$ cat src/rtl/sync_debounce_p.sv
`default_nettype none
// ============================================================================
// sync_debounce_p -- debounce filter, rise/fall pulses, saturating glitch count
// Rev 1.0
// ============================================================================
module sync_debounce_p #(
  parameter int DEB_CYCLES = 16,
  parameter int CNT_W      = 5,
  parameter int GLITCH_W   = 8
) (
  input  logic                clki,
  input  logic                rstn,
  input  logic                sync_data_i,
  input  logic                clr_i,
  output logic                level_o,
  output logic                rise_o,
  output logic                fall_o,
  output logic [GLITCH_W-1:0] glitch_cnt_o
);

  typedef enum logic [1:0] {
    ST_HIGH  = 2'd0,
    CHK_LOW  = 2'd1,
    ST_LOW   = 2'd2,
    CHK_HIGH = 2'd3
  } state_t;

  localparam logic [CNT_W-1:0]    CNT_LAST   = CNT_W'(DEB_CYCLES - 1);
  localparam logic [CNT_W-1:0]    CNT_ONE    = CNT_W'(1);
  localparam logic [GLITCH_W-1:0] GLITCH_MAX = {GLITCH_W{1'b1}};

  state_t           state;
  logic [CNT_W-1:0] cnt;
  logic             glitch_evt;

  // A reversal while a check is pending is the only way a glitch is recorded.
  assign glitch_evt = ((state == CHK_LOW)  &&  sync_data_i) ||
                      ((state == CHK_HIGH) && !sync_data_i);

  always_ff @(posedge clki or negedge rstn) begin
    if (!rstn) begin
      state   <= ST_HIGH;
      cnt     <= '0;
      level_o <= 1'b1;
      rise_o  <= 1'b0;
      fall_o  <= 1'b0;
    end else begin
      rise_o <= 1'b0;
      fall_o <= 1'b0;
      case (state)
        ST_HIGH: begin
          if (!sync_data_i) begin
            state <= CHK_LOW;
            cnt   <= CNT_ONE;
          end else begin
            cnt   <= '0;
          end
        end
        CHK_LOW: begin
          if (sync_data_i) begin
            state <= ST_HIGH;
            cnt   <= '0;
          end else if (cnt == CNT_LAST) begin
            state   <= ST_LOW;
            cnt     <= '0;
            level_o <= 1'b0;
            fall_o  <= 1'b1;
          end else begin
            cnt <= cnt + 1'b1;
          end
        end
        ST_LOW: begin
          if (sync_data_i) begin
            state <= CHK_HIGH;
            cnt   <= CNT_ONE;
          end else begin
            cnt   <= '0;
          end
        end
        CHK_HIGH: begin
          if (!sync_data_i) begin
            state <= ST_LOW;
            cnt   <= '0;
          end else if (cnt == CNT_LAST) begin
            state   <= ST_HIGH;
            cnt     <= '0;
            level_o <= 1'b1;
            rise_o  <= 1'b1;
          end else begin
            cnt <= cnt + 1'b1;
          end
        end
        default: begin
          state <= ST_HIGH;
          cnt   <= '0;
        end
      endcase
    end
  end

  // Clear has priority over a coincident glitch event.
  always_ff @(posedge clki or negedge rstn) begin
    if (!rstn) begin
      glitch_cnt_o <= '0;
    end else if (clr_i) begin
      glitch_cnt_o <= '0;
    end else if (glitch_evt && (glitch_cnt_o != GLITCH_MAX)) begin
      glitch_cnt_o <= glitch_cnt_o + 1'b1;
    end
  end

endmodule
`default_nettype wire

$ cat config.mk
export PLATFORM = sky130hd
export DESIGN_NAME = sync_debounce_p
export DESIGN_NICKNAME = d
export VERILOG_FILES = /design/src/rtl/sync_debounce_p.sv
export SDC_FILE = /design/constraint.sdc
export NUM_CORES = 1
export LEC_CHECK = 0
export BUFFER_PORTS_ARGS = -buffer_cell sky130_fd_sc_hd__buf_2
export CORE_MARGIN = 5
export CORE_UTILIZATION = 52
export DETAILED_ROUTE_END_ITERATION = 6
export HOLD_SLACK_MARGIN = 0.02
export PLACE_DENSITY_LB_ADDON = 0.1
export SYNTH_ARGS = -nofsm -noshare
export SYNTH_HDL_FRONTEND = slang
export SYNTH_SLANG_ARGS = --single-unit
export TNS_END_PERCENT = 100
$ cat constraint.sdc
create_clock -name clki -period 2.16 [get_ports clki]
set_input_delay 0 -clock clki [delete_from_list [all_inputs] [get_ports clki]]
set_output_delay 0 -clock clki [all_outputs]
set_load 0.02 [all_outputs]
==> flow_metrics.env, run 1 <==
export IMPL_outcome="completed"
export IMPL_syn_cell_area_um2=833
export IMPL_final_max_slew_viol_count=0
export IMPL_antenna_found_initial=0
export IMPL_cpPeakStageDelay_ns=0.42
export IMPL_p_per_area_nw_per_um2=572
export IMPL_ys_types=29
export IMPL_cp_start_kind="flip-flop"
export IMPL_p_comb_frac=0.073
export IMPL_cp_slowest_cell="dfrtp_1"
export IMPL_min_period_ns=1.65
export IMPL_relSlewSlack=0.744
export IMPL_synth_area_leaders="dfrtp_1 51%, xor2_1 4.2%, nor2_1 4.1%, dfstp_2 3.2%, a21oi_1 3.0%"
export IMPL_timing_fmax_mhz=606
export IMPL_dp_hpwl_um=1090
export IMPL_row_count=14
export IMPL_avgRoutedWirePerCell_um=13.2
export IMPL_cts_tree="built"
export IMPL_die_y_um=50.0
export IMPL_wirelength_um=1470
export IMPL_min_path_type="in -> async"
export IMPL_postSynthAreaPerCell_um2=11.1
export IMPL_sequentialPowerShare=0.626
export IMPL_cts_buffers=3
export IMPL_place_port_buffers=14
export IMPL_overflow=0
export IMPL_synth_seq_cells=18
export IMPL_yosys_area_top_type="dfrtp_1"
export IMPL_finalNonFillerCells=111
export IMPL_multi_input_area_um2=378
export IMPL_die_area_um2=2500
export IMPL_path_class="reg -> reg"
export IMPL_drc=0
export IMPL_ir_worst_vdd_uv=326
export IMPL_cp_cell_sequence="ha_1 -> nand3_1 -> o211ai_4 -> or4_1 -> a21oi_1"
export IMPL_fin_ws_ns=0.509
export IMPL_initial_core_util=0.553
export IMPL_drt_first_iter_violations=5
export IMPL_clk_pin_slew_ns=0.10
export IMPL_sw_frac_of_total=0.229
export IMPL_hold_viol_final=0
export IMPL_yosysWarnings=0
export IMPL_cp_end_kind="flip-flop"
export IMPL_clk_path_buf_depth=2
export IMPL_finClkSkew_ns=0.00587
export IMPL_rsz0062_at_grt="no"
export IMPL_cts_root_buf="clkbuf_4"
export IMPL_stdcell_area_um2=976
export IMPL_switchingPower_uw=128
export IMPL_place_ws_ns=0.531
export IMPL_yosys_area_top_type_share=0.511
export IMPL_grt_usage=0.139
export IMPL_cts_setup_buffers=0
export IMPL_ant_nets=0
export IMPL_p_leak_uw=0.000464
export IMPL_crit_required_ns=2.38
export IMPL_core_um2=1510
export IMPL_syn_to_final_growth_pct=17.1
export IMPL_p_int_uw=430
export IMPL_finalSetupViolCount=0
export IMPL_placed_cells=104
export IMPL_clock_sinks=18
export IMPL_cp_arrival_ns=1.87
export IMPL_clk_latency_ns=0.29
export IMPL_num_io_pins=15
export IMPL_layout_drive_gt1_share=0.232
export IMPL_worst_pin_slew_ns=0.385
export IMPL_vias=612
export IMPL_dr_pass1_iters=4
export IMPL_grt_pass1_wl_um=2700
export IMPL_antenna_cells=0
export IMPL_gp_congestion=0.762
export IMPL_grt_pass1_vias=627
export IMPL_clockPowerShare=0.302
export IMPL_hold_slack_ns=0.162
export IMPL_grt_max_degree=19
export IMPL_cap_violations=0
export IMPL_die_w_um=50.0
export IMPL_synth_nets=81
export IMPL_seq_area_frac_synth=0.542
export IMPL_timing_final_crit_share=0.764
export IMPL_syn_inst=75
export IMPL_placed_area_um2=920
export IMPL_fillCellCount=121
export IMPL_avgViaCountPerCell=5.51
export IMPL_tns_ns=0
export IMPL_htree_levels=1
export IMPL_nets=102
export IMPL_regArea_um2=452
export IMPL_crit_fanout=6
## final cells by class
cell class,count,share of cell area
Tap cell,16,0.0205
Timing Repair Buffer,17,0.103
Sequential cell,18,0.463
Multi-Input combinational cell,56,0.387
Clock buffer,4,0.0269
## power groups by stage
stage	sequential, uW	combinational [uW]	clock [uW]
2_1_floorplan	358	17.3	0
3_3_place_gp	355	35.9	0
3_5_place_dp	356	37.4	0
4_1_cts	349	41.7	180
5_1_grt	350	46.2	198
6_report	349	40.5	168
## kinds of logic (layout without fill, tap and decap cells)
| logic type | Yosys count | in the layout | synth area share |
|---|---|---|---|
| buffers and inverters | 1 | 21 | 0.00450 |
| AO/OA/AOI/OAI | 14 | 14 | 0.126 |
| adder cells (fa/ha/maj) | 2 | 2 | 0.0300 |
| multiplexers | 1 | 1 | 0.0120 |
| XOR/XNOR | 7 | 7 | 0.0826 |
| flip-flops | 18 | 18 | 0.542 |
| AND/OR/NAND/NOR | 32 | 32 | 0.203 |
## worst max-delay path, delay by kind of cell (launching register included)
kind | cells | cell delay (ns)
adders and majority gates | 1 | 0.26
DFF | 1 | 0.42
AOI/OAI and AO/OA | 2 | 0.28
and+or+nand+nor | 2 | 0.62
## repair_timing
item / 4_1_cts / 5_1_grt
hold buffers: 3 / 0
resized for setup: 0 / 0
endpoints found under the hold margin: 28 / 0
## cells in the mapped netlist
cell / n
buf_1: 1
dfrtp_1: 17
o31ai_1: 1
ha_1: 2
nand3_1: 5
or3_1: 3
xor2_2: 1
and3_1: 2
and2_1: 1
a21oi_1: 5
or4_1: 1
dfstp_2: 1
nor3b_1: 1
nand3b_1: 1
nor3_1: 1
o21ai_0: 4
o2111ai_2: 1
xor2_1: 4
and3_2: 1
o21a_1: 1
and4b_1: 1
o211ai_4: 1
o2111ai_1: 1
nor2_1: 9
nand2b_1: 1
mux2i_1: 1
nand2_1: 4
xnor2_1: 2
nand4_1: 1
## layout by cell type, fill, tap and decap left out, drive strengths merged, types with 2 or more instances in the layout
master       instances
buf                 14
dlygate4sd3          3
ha                   2
o2111ai              2
xnor2                2
a21oi                5
nand2                4
and3                 3
clkbuf               4
nor2                 9
o21ai                4
nand3                5
xor2                 5
dfrtp               17
or3                  3
## layer usage
| layer | GRT usage | wire (um) | share of wire | vias to the layer above |
|---|---|---|---|---|
| met2 | 0.218 | 727 | 0.50 | 10 |
| met1 | 0.173 | 655 | 0.45 | 292 |
| met5 | 0 | 0 | 0 | - |
| met3 | 0.0452 | 75 | 0.051 | 2 |
| met4 | 0.0568 | 8 | 0.0055 | 0 |
| li1 | - | - | - | 308 |
## path summary, 6_finish.rpt
kind	from	end	slack [ns]	depth (start not counted)
worst max-delay path	glitch_cnt_o[0]	glitch_cnt_o[6]	0.51	5
worst min-delay path	rstn	glitch_cnt_o[4]	0.16	2
worst max register to register	glitch_cnt_o[0]	glitch_cnt_o[6]	0.51	5
worst min register to register	cnt[4]	cnt[4]	0.51	2
max in group asynchronous	rstn	level_o	1.68	2
min in group clki	sync_data_i	fall_o	0.50	3
## registers in the layout, indices dropped and copies added, names as in the netlist, named ones only
name          cells
cnt               5
fall_o            1
glitch_cnt_o      8
level_o           1
rise_o            1
state             1
## through the flow
stage          total power [uW]  utilization
6_report                    558        0.648
5_1_grt                     595        0.648
4_1_cts                     571        0.648
3_5_place_dp                393        0.610
3_3_place_gp                391        0.610
2_1_floorplan               375            -
(Power assumes the default switching activity.)
==> inputs of run 2 (changes only) <==
- ABC_AREA: not set -> 1
- CORE_UTILIZATION: 52 -> 48
- clock period: 2.16 -> 1.4 ns (I/O delays scaled with it)
==> flow_metrics.env, run 2 <==
export IMPL_row_count=15
export IMPL_syn_to_final_growth_pct=19.9
export IMPL_timing_fmax_mhz=774
export IMPL_layout_common_cells="32 x nand2_1, 17 x dfrtp_1, 14 x buf_2"
export IMPL_reg2reg_slack_ns=0.11
export IMPL_hold_viol_final=0
export IMPL_clk_latency_ns=0.28
export IMPL_yosysWarnings=0
export IMPL_p_leak_uw=0.000575
export IMPL_cp_start_kind="flip-flop"
export IMPL_cp_cell_sequence="ha_4 -> nand2_2 -> nor2_2 -> nand2_1 -> nand2_2 -> inv_2 -> nand3_1 -> o21ai_1"
export IMPL_min_period_ns=1.29
export IMPL_crit_family="flip-flops"
export IMPL_r2r_end="glitch_cnt_o[0]"
export IMPL_postSynthAreaPerCell_um2=8.26
export IMPL_cap_violations=0
export IMPL_crit_start="glitch_cnt_o[1]"
export IMPL_synth_edf_count=0
export IMPL_worst_pin_slew_ns=0.382
export IMPL_crit_required_ns=1.58
export IMPL_antenna_cells=0
export IMPL_cts_root_buf="clkbuf_4"
export IMPL_gp_congestion=0.828
export IMPL_dp_hpwl_um=1350
export IMPL_grt_usage=0.150
export IMPL_clk_path_buf_depth=2
export IMPL_core_um2=1760
export IMPL_final_max_slew_viol_count=0
export IMPL_ir_worst_vdd_uv=556
export IMPL_cpPeakStageDelay_ns=0.43
export IMPL_drc=0
export IMPL_antenna_found_initial=0
export IMPL_rsz0062_at_grt="no"
export IMPL_synth_area_leaders="dfrtp_1 46%, nand2_1 13%, nand3_1 5.5%, inv_1 4.9%, nor2_1 3.7%"
export IMPL_worst_path_buf_inv=1
export IMPL_yosys_area_top_type_share=0.464
export IMPL_die_area_um2=2880
export IMPL_placed_area_um2=1030
export IMPL_synth_nets=117
export IMPL_avgViaCountPerCell=4.92
export IMPL_cts_tree="built"
export IMPL_syn_inst=111
export IMPL_grt_pass1_wl_um=3100
export IMPL_wirelength_um=1860
export IMPL_finalSetupViolCount=0
export IMPL_ant_nets=0
export IMPL_synth_top_cells_by_count="32 x nand2_1, 17 x dfrtp_1, 12 x inv_1, 10 x nand3_1, 9 x nor2_1"
export IMPL_place_ws_ns=0.0617
export IMPL_relSlewSlack=0.745
export IMPL_cp_slowest_cell="dfrtp_1"
export IMPL_rr_worst_depth=8
export IMPL_outcome="completed"
export IMPL_cts_buffers=3
export IMPL_ys_flop_type="dfrtp_1"
export IMPL_path_class="reg -> reg"
export IMPL_p_per_area_nw_per_um2=799
export IMPL_num_io_pins=15
export IMPL_cp_arrival_ns=1.47
export IMPL_overflow=0
export IMPL_initial_core_util=0.520
export IMPL_crit_top_cell="nand2_2"
export IMPL_timing_final_crit_share=0.923
export IMPL_utilization=0.623
export IMPL_fin_ws_ns=0.108
export IMPL_largest_reg_flops=8
export IMPL_stdcell_area_um2=1100
export IMPL_seq_area_frac_synth=0.492
export IMPL_syn_cell_area_um2=917
export IMPL_clk_pin_slew_ns=0.10
export IMPL_die_y_um=53.7
export IMPL_crit_fanout=8
export IMPL_min_path_type="in -> async"
export IMPL_final_common_cell="nand2_1"
export IMPL_cp_end_kind="flip-flop"
export IMPL_clock_sinks=18
export IMPL_fillCellCount=191
export IMPL_largest_register="glitch_cnt_o"
export IMPL_finalPower_uw=879
export IMPL_nets=141
export IMPL_ys_types=24
export IMPL_drt_first_iter_violations=17
export IMPL_htree_levels=1
export IMPL_dr_pass1_iters=4
export IMPL_die_w_um=53.7
export IMPL_tns_ns=0
export IMPL_place_port_buffers=14
export IMPL_avgRoutedWirePerCell_um=11.7
export IMPL_synth_seq_cells=18
export IMPL_layout_drive_gt1_share=0.224
export IMPL_postSynth_asyncResetShare=1.00
export IMPL_grt_pass1_vias=698
export IMPL_grt_max_degree=19
export IMPL_finClkSkew_ns=0.00726
export IMPL_yosysMostFrequentCell="nand2_1"
export IMPL_yosys_area_top_type="dfrtp_1"
export IMPL_vias=783
export IMPL_r2r_start="glitch_cnt_o[1]"
export IMPL_reg_largest_list="glitch_cnt_o (8), cnt (5)"
==> run 2: cell types whose count changed after synthesis, moves of 3 or more <==
cell / previous run / this run
nand4_1: 1 / 5
nand3_1: 5 / 10
a21oi_1: 5 / 0
nand2_1: 4 / 32
or3_1: 3 / 0
inv_1: 0 / 12
==> run 2: final cells by class <==
type,count,area [um^2],share of cell area
repair buffers,19,113,0.102
flip-flops and latches,18,452,0.411
well taps,25,31.3,0.0284
multi-input cells,78,417,0.379
inverters,15,61.3,0.0557
clock buffers,4,26.3,0.0239
==> run 2: kinds of logic after synthesis <==
logic type      after synthesis  synth area share
simple gates                 64             0.325
flops                        18             0.493
buf+inv                      15            0.0668
compound gates                8            0.0505
xor+xnor                      4            0.0382
fa+ha+maj                     2            0.0273
==> run 2: timing repair <==
item                                    CTS  global route
endpoints found under the setup margin    0             8
hold buffers                              2             0
setup buffers                             0             1
endpoints found under the hold margin    21             0
gates resized for setup                   0             2
==> run 2: power by group <==
part,internal [uW],switching (uW)
logic,27.8,50.6
clock network,110,152
registers,528,9.66
==> run 2: worst max path at each step <==
stage	end	depth (start not counted)	slack (ns)
2_1_floorplan	glitch_cnt_o[0]	8	0.02
3_3_place_gp	glitch_cnt_o[5]	9	0.11
3_5_place_dp	glitch_cnt_o[6]	8	0.06
4_1_cts	glitch_cnt_o[6]	8	0.03
5_1_grt	glitch_cnt_o[0]	8	0.01
6_report	glitch_cnt_o[0]	8	0.11
==> run 2: through the flow <==
stage	hold slack, ns	instances
2_1_floorplan	-0.296	111
3_3_place_gp	-0.0575	152
3_5_place_dp	-0.0528	152
4_1_cts	0.163	158
5_1_grt	0.192	159
6_report	0.161	159
==> run 2: layer usage <==
metal  track usage  vias up  part of all wire
met4        0.0511        0            0.0092
met3        0.0332        2             0.033
met2         0.212       16              0.44
li1              -      407                 -
met5             0        -                 0
met1         0.223      358              0.52
==> inputs of run 3 (changes only) <==
- BUFFER_PORTS_ARGS: -buffer_cell sky130_fd_sc_hd__buf_2 -> -buffer_cell sky130_fd_sc_hd__clkbuf_2
==> flow_metrics.env, run 3 (synthesized netlist as in run 2, its figures left out) <==
export IMPL_outcome="completed"
export IMPL_htree_levels=1
export IMPL_clk_pin_slew_ns=0.10
export IMPL_clock_sinks=18
export IMPL_finClkSkew_ns=0.00279
export IMPL_cts_tree="built"
export IMPL_layout_common_cells="32 x nand2_1, 17 x dfrtp_1, 14 x clkbuf_2"
export IMPL_cp_slowest_cell="dfrtp_1"
export IMPL_cts_root_buf="clkbuf_4"
export IMPL_path_class="reg -> reg"
export IMPL_ir_worst_vdd_uv=544
export IMPL_cap_violations=0
export IMPL_stdcell_area_um2=1130
export IMPL_syn_to_final_growth_pct=23.5
export IMPL_crit_fanout=3
export IMPL_tns_ns=0
export IMPL_grt_pass1_vias=797
export IMPL_grt_usage=0.173
export IMPL_place_port_buffers=14
export IMPL_utilization=0.642
export IMPL_cp_arrival_ns=1.50
export IMPL_clk_path_buf_depth=2
export IMPL_avgRoutedWirePerCell_um=12.0
export IMPL_cpPeakStageDelay_ns=0.41
export IMPL_worst_path_buf_inv=1
export IMPL_dp_hpwl_um=1460
export IMPL_largest_register="glitch_cnt_o"
export IMPL_die_y_um=53.7
export IMPL_initial_core_util=0.520
export IMPL_nets=143
export IMPL_rsz0062_at_grt="no"
export IMPL_die_w_um=53.7
export IMPL_crit_family="flip-flops"
export IMPL_die_area_um2=2880
export IMPL_hold_viol_final=0
export IMPL_final_max_slew_viol_count=0
export IMPL_finalSetupViolCount=0
export IMPL_drt_first_iter_violations=14
export IMPL_antenna_found_initial=0
export IMPL_cp_end_kind="flip-flop"
export IMPL_placed_area_um2=1050
export IMPL_relSlewSlack=0.714
export IMPL_row_count=15
export IMPL_grt_pass1_wl_um=3480
export IMPL_ant_nets=0
export IMPL_gp_congestion=0.816
export IMPL_cp_cell_sequence="ha_2 -> nand4_2 -> buf_4 -> o21ai_0 -> o21ai_1"
export IMPL_core_um2=1760
export IMPL_wirelength_um=1940
export IMPL_clk_latency_ns=0.30
export IMPL_min_path_type="in -> reg"
export IMPL_reg_largest_list="glitch_cnt_o (8), cnt (5)"
export IMPL_min_period_ns=1.27
export IMPL_worst_pin_slew_ns=0.430
export IMPL_dr_pass1_iters=4
export IMPL_num_io_pins=15
export IMPL_layout_drive_gt1_share=0.250
export IMPL_final_common_cell="nand2_1"
export IMPL_overflow=0
export IMPL_crit_required_ns=1.63
export IMPL_drc=0
export IMPL_avgViaCountPerCell=5.06
export IMPL_timing_final_crit_share=0.908
export IMPL_cts_buffers=3
export IMPL_grt_max_degree=19
export IMPL_p_per_area_nw_per_um2=832
export IMPL_timing_fmax_mhz=787
export IMPL_antenna_cells=0
export IMPL_p_leak_uw=0.000581
export IMPL_cp_start_kind="flip-flop"
export IMPL_vias=814
export IMPL_largest_reg_flops=8
==> run 3: changes by cell type in the layout (fill, tap and decap cells not counted), sizes merged <==
cell / before / now
clkbuf: 4 / 18
buf: 17 / 5
==> run 3: worst paths after layout <==
kind / from / endpoint / slack, ns / cells past startpoint
max in group asynchronous: rstn / level_o / 0.91 / 2
min in group asynchronous: rstn / cnt[2] / 0.16 / 2
min reg2reg: level_o / level_o / 0.51 / 2
min: clr_i / glitch_cnt_o[1] / 0.15 / 4
max reg2reg: cnt[0] / level_o / 0.13 / 5
max: cnt[0] / level_o / 0.13 / 5
==> run 3: metal layers <==
layer	track usage	vias up	routed length [um]	share of wire
met3	0.0416	5	67	0.035
met5	0	-	0	0
met4	0.0894	0	45	0.023
met1	0.236	383	975	0.50
met2	0.252	16	850	0.44
li1	-	410	-	-
==> run 3: layout make-up <==
type / instances / area, um^2
multi-input cells: 78 / 424
inverters: 15 / 61.3
repair buffers: 21 / 128
flip-flops and latches: 18 / 452
well taps: 25 / 31.3
fillers: 177 / 632
clock buffers: 4 / 36.3
==> run 3: metrics by stage <==
stage,power [uW],hold slack [ns],cells,setup slack (ns)
final,943,0.150,161,0.129
after global routing,1000,0.189,161,0.00559
after CTS,952,0.138,160,0.0548
after detailed placement,618,-0.0391,154,0.0699
after global placement,616,-0.0425,154,0.114
after floorplan,586,-0.296,111,0.0186
==> run 3: where the power goes <==
| part | leakage, uW | internal [uW] | switching (uW) |
|---|---|---|---|
| clock | 0.0000210 | 159 | 167 |
| combinational | 0.000317 | 27.6 | 51.3 |
| sequential | 0.000242 | 528 | 9.75 |
==> run 3: tightest hold or removal path, delay by kind of cell <==
| kind | cells | cell delay [ns] |
|---|---|---|
| buf+inv | 2 | 0.25 |
| simple gates | 2 | 0.18 |
==> run 3: timing repair <==
item,in CTS,in global routing
buffers inserted,0,1
gates resized for setup,0,4
hold buffers,2,0
setup endpoints to repair,0,10
hold endpoints to repair,21,0
